`src/rtl/pulse_train_gen.sv`:
```
// Programmable pulse-train generator: a start strobe launches n_pulses high pulses of
// hi_len cycles, separated by max(lo_len,1) low cycles, so every rising edge is detectable.
module pulse_train_gen #(
    parameter int CNT_W   = 16,
    parameter int BURST_W = 8
) (
    input  logic               clk,
    input  logic               rst_n,
    input  logic               start,
    input  logic               abort,
    input  logic [CNT_W-1:0]   hi_len,
    input  logic [CNT_W-1:0]   lo_len,
    input  logic [BURST_W-1:0] n_pulses,
    output logic               sig_out,
    output logic               busy,
    output logic               done
);

    typedef enum logic [1:0] {
        IDLE = 2'd0,
        HIGH = 2'd1,
        LOW  = 2'd2
    } state_t;

    state_t             state, state_next;
    logic [CNT_W-1:0]   phase_cnt, phase_cnt_next;
    logic [BURST_W-1:0] pulse_cnt, pulse_cnt_next;
    logic [CNT_W-1:0]   hi_len_q, hi_len_next;
    logic [CNT_W-1:0]   lo_eff_q, lo_eff_next;
    logic               done_next;

    logic start_ok;
    logic phase_last;
    logic pulse_last;

    // abort wins over a simultaneous start while idle
    assign start_ok   = (state == IDLE) && start && !abort;
    // Counters run down to 1 so the full-scale loaded value never needs a wider register.
    assign phase_last = (phase_cnt == CNT_W'(1));
    assign pulse_last = (pulse_cnt == BURST_W'(1));

    // NOTE: every signal written here gets a default first so no path leaves it
    // unassigned; a missing default in a combinational block infers a latch.
    always_comb begin
        state_next     = state;
        phase_cnt_next = phase_cnt;
        pulse_cnt_next = pulse_cnt;
        hi_len_next    = hi_len_q;
        lo_eff_next    = lo_eff_q;
        done_next      = 1'b0;

        case (state)
            IDLE: begin
                if (start_ok) begin
                    hi_len_next = hi_len;
                    lo_eff_next = (lo_len == '0) ? CNT_W'(1) : lo_len;
                    if ((hi_len == '0) || (n_pulses == '0)) begin
                        done_next = 1'b1;
                    end else begin
                        state_next     = HIGH;
                        phase_cnt_next = hi_len;
                        pulse_cnt_next = n_pulses;
                    end
                end
            end

            HIGH: begin
                if (abort) begin
                    state_next     = IDLE;
                    phase_cnt_next = '0;
                    pulse_cnt_next = '0;
                end else if (phase_last) begin
                    if (pulse_last) begin
                        // no trailing low phase: IDLE provides the low level
                        state_next     = IDLE;
                        phase_cnt_next = '0;
                        pulse_cnt_next = '0;
                        done_next      = 1'b1;
                    end else begin
                        state_next     = LOW;
                        phase_cnt_next = lo_eff_q;
                        pulse_cnt_next = pulse_cnt - BURST_W'(1);
                    end
                end else begin
                    phase_cnt_next = phase_cnt - CNT_W'(1);
                end
            end

            LOW: begin
                if (abort) begin
                    state_next     = IDLE;
                    phase_cnt_next = '0;
                    pulse_cnt_next = '0;
                end else if (phase_last) begin
                    state_next     = HIGH;
                    phase_cnt_next = hi_len_q;
                end else begin
                    phase_cnt_next = phase_cnt - CNT_W'(1);
                end
            end

            default: begin
                state_next     = IDLE;
                phase_cnt_next = '0;
                pulse_cnt_next = '0;
            end
        endcase
    end

    // NOTE: sequential state uses non-blocking assignments so every flop samples
    // the pre-edge values, independent of the order the statements are written in.
    always_ff @(posedge clk) begin
        if (!rst_n) begin
            state     <= IDLE;
            phase_cnt <= '0;
            pulse_cnt <= '0;
            hi_len_q  <= '0;
            lo_eff_q  <= '0;
        end else begin
            state     <= state_next;
            phase_cnt <= phase_cnt_next;
            pulse_cnt <= pulse_cnt_next;
            hi_len_q  <= hi_len_next;
            lo_eff_q  <= lo_eff_next;
        end
    end

    // Outputs are flops decoded from the next state, so they line up with the state register.
    always_ff @(posedge clk) begin
        if (!rst_n) begin
            sig_out <= 1'b0;
            busy    <= 1'b0;
            done    <= 1'b0;
        end else begin
            sig_out <= (state_next == HIGH);
            busy    <= (state_next != IDLE);
            done    <= done_next;
        end
    end

    a_sig_implies_busy : assert property (@(posedge clk) sig_out |-> busy);
    a_done_not_busy    : assert property (@(posedge clk) done |-> !busy);
    a_phase_nonzero    : assert property (@(posedge clk) (state != IDLE) |-> (phase_cnt != '0));
    a_pulse_nonzero    : assert property (@(posedge clk) (state != IDLE) |-> (pulse_cnt != '0));

endmodule

```
`config.mk`:
```
export PLATFORM = sky130hd
export DESIGN_NAME = pulse_train_gen
export DESIGN_NICKNAME = d
export VERILOG_FILES = /design/src/rtl/pulse_train_gen.sv
export SDC_FILE = /design/constraint.sdc
export NUM_CORES = 1
export LEC_CHECK = 0
export BUFFER_PORTS_ARGS = -buffer_cell sky130_fd_sc_hd__clkbuf_2
export CAP_MARGIN = 10
export CORE_AREA = 4 4 105 107
export DETAILED_ROUTE_END_ITERATION = 16
export DIE_AREA = 0 0 109 111
export RECOVER_POWER = 100
export SLEW_MARGIN = 20
export SYNTH_ARGS = -nofsm -noshare
export SYNTH_HDL_FRONTEND = slang
export SYNTH_SLANG_ARGS = --single-unit
export TNS_END_PERCENT = 100
```
`constraint.sdc`:
```
create_clock -name clk -period 4.5 [get_ports clk]
set_input_delay 0.675 -clock clk [delete_from_list [all_inputs] [get_ports clk]]
set_output_delay 0.675 -clock clk [all_outputs]
set_load 0.01 [all_outputs]
```
==> metrics.cfg <==
[clocking]
clk_pin_slew_worst_paths_ps = 80
post_cts_resize_count = 0
worstSkewPairLatency_ps = 350
clock_path_buffers = 2
cts-buffers-inserted = 9
cts.sink_count = 61
post-cts-setup-buffers = 0
cts_root_buffer = sky130_fd_sc_hd__clkbuf_8
cts_hold_buf = 0
h-tree-depth = 3
clock_tree_from_tritoncts = built

[timing]
slew_at_the_pin_closest_to_its_max_slew_limit_ps = 1185
grt_setup_unrepaired = false
worst_hold_slack_ps = 458.1
final.period_utilization_pct = 67.93
endpoints_failing_hold = 0
maximum_clock_frequency_mhz = 327.1
max-slew-margin-rel_pct = 21.02
period_needed_ps = 3057
timing.final.max_slew_violations = 0
setup_total_negative_slack_ps = 0
worst_skew_ps = 10.57
setup_violations = 0

[setup_path]
ff2ff_path_depth = 5
cpPeakStageDelay_ps = 830
timing_worst_setup_path_type = reg -> reg
path_max_fanout = 21
required_ps = 4790
cp_cell_sequence = nor3b_1, o21a_1, a22oi_1, a221oi_1, o221a_2
crit_path_top_delay_cell = sky130_fd_sc_hd__o21a_1
worst_setup_path_end_kind = flip-flop
timing.critical_path.from_type = flip-flop
worst-endpoint-arrival_ps = 3350

[die]
row_count = 37
floorplan.die_area_um2 = 12100
initial_utilization_pct = 33.12
fp.dieH_um = 111
core_area_um2 = 10140
die_width_um = 109
io-pin-count = 47

[layout]
area_growth_syn_to_layout_pct = 15.57
final_layout_size_suffix_gt1_share_pct = 18.36
post_layout_nonfiller_instances = 599
antenna_cells_inserted = 0
fin_nets = 506

[route]
wl_per_cell_um = 17.63
antenna_violating_nets_post_route = 0
post_drt_via_cell_ratio = 5.803
drtIter0Drc = 469
dr_top_layer = met4
drc = 0
postRouteWirelength_mm = 10.56
wl_met1_mm = 4.781
dr_total_vias = 3476
pre_repair_dr_iteration_count = 6
met2RoutedLength_mm = 4.762
routed-wl-met3_um = 791

[global_route]
first_global_vias = 3402
initial_antenna_violation_count = 0
grt_overflow = 0
grt_first_pass_wirelength_mm = 17.14
pin_count_of_the_biggest_net_entering_global_routing = 41
globalRouteTotalUtil_pct = 17.77

[yosys]
synth-main-ff-cell = sky130_fd_sc_hd__dfxtp_1
yosysWarnings = 0
postSynthNetCount = 474
synth-seq-cells = 61
post_synth.cell_area_avg_um2 = 7.883
seq_area_frac_synth_pct = 36.36
synth.top_cells.by_area = sky130_fd_sc_hd__dfxtp_1 36%, sky130_fd_sc_hd__nand2_1 9.7%, sky130_fd_sc_hd__a21oi_1 7.7%, sky130_fd_sc_hd__a22oi_1 3.1%, sky130_fd_sc_hd__o21ai_0 3.0%
synthesis.instances = 426
synth_enable_flop_cells = 0
synthDominantCellAreaShare_pct = 36.36
synth_top_area_cell = sky130_fd_sc_hd__dfxtp_1
asyncSetResetFlopFracSynth_pct = 0
synthesis.area_um2 = 3358
ys_types = 59

[power]
leak_pwr_nw = 1.411
power.ir.vdd_worst_v = 0.0002600
pwr_dens_nw_per_um2 = 376.8

[placement]
gpl_wtd_cong = 0.8916
place_inst = 583
numPortBuffers = 46
place.detailed.hpwl_mm = 7.346

[status]
status = finished, final reports clean

[flow_run]
maxCapViolCount = 0

[worst_hold_path]
worst_hold_path_type = reg -> reg
hold_path_depth = 2

-- cells in the final DEF (no fill, tap or decap), drive strengths merged, types with 3 or more instances in the layout --
cell type   n
nand3       8
o31ai       5
nor4       15
o21ai      20
o221a       6
or3         4
buf         5
a221o       3
xnor2       4
clkbuf     55
a21oi      52
nand2      89
a311o       3
or4         6
nor3       14
inv         9
a22oi      14
a211oi      6
nor3b       4
o21a        6
ha          4
nor2       14
or3b        3
xor2        4
a31oi       6
o22ai       3
nand4       5
dfxtp      61
-- final cells by class --
type	instances	area [um2]
sequential	61	1221
tap	136	170.2
clock inverter	7	105.1
clock buffer	9	123.9
multi-input combinational	329	1977
inverter	6	22.52
fill	1067	6257
timing repair buffer	51	261.5
-- path summary, 6_finish.rpt --
check                           slack (ps)                         end                       from
worst min-delay path                   460   hi_len_q[11]$_SDFFE_PN0P_  hi_len_q[11]$_SDFFE_PN0P_
worst max register to register        1440  phase_cnt[11]$_SDFFE_PN0P_        state[0]$_SDFF_PN0_
worst max-delay path                  1440  phase_cnt[11]$_SDFFE_PN0P_        state[0]$_SDFF_PN0_
worst min register to register         460   hi_len_q[11]$_SDFFE_PN0P_  hi_len_q[11]$_SDFFE_PN0P_
-- worst max-delay path, delay by kind of cell (launching register included) --
family,cells,cell delay [ps]
compound gates,4,1600
simple gates,1,820
flops,1,580
-- cells by family after synthesis --
| group | after synthesis | share of synthesized area (%) |
|---|---|---|
| and+or+nand+nor | 173 | 25.97 |
| AOI/OAI and AO/OA | 143 | 28.76 |
| DFF | 61 | 36.36 |
| buffers and inverters | 36 | 5.030 |
| xor gates and xnor gates | 8 | 2.086 |
| adders and majority gates | 4 | 1.490 |
| muxes | 1 | 0.2981 |
-- sequential cells by signal, indices dropped and copies added, names as in the netlist --
signal / count
state: 2
phase_cnt: 16
lo_eff_q: 16
pulse_cnt: 8
done: 1
busy: 1
sig_out: 1
hi_len_q: 16
-- synth_stat cells, drive strengths merged, types with 8 or more instances --
cell type,n
o21ai,20
nand3,8
a21oi,52
dfxtp,61
nor2,14
nor4,15
nor3,14
a22oi,14
nand2,89
clkbuf,24
-- stage by stage --
stage	instance area (um2)	setup slack, ps	power [W]	utilization, %
CTS	3892	1795	0.001464	38.39
finish	3881	1443	0.001462	38.28
floorplan	3358	2090	0.0008108	-
global route	3881	1218	0.001526	38.28
detailed placement	3664	1514	0.0008973	36.13
global placement	3664	1484	0.0008945	36.13
-- power breakdown --
group,switching [W],internal [W]
clock,0.000249,0.000320
sequential,0.0000379,0.000574
combinational,0.000172,0.000108
total,0.000459,0.00100
-- layer usage --
layer  track usage [%]  vias to the layer above
li1                  -                     1656
met1             24.11                     1637
met2             26.58                      161
met3             4.426                       22
met4             7.407                        0
met5                 0                        -
Note: power is estimated with default switching activity, not from simulation.
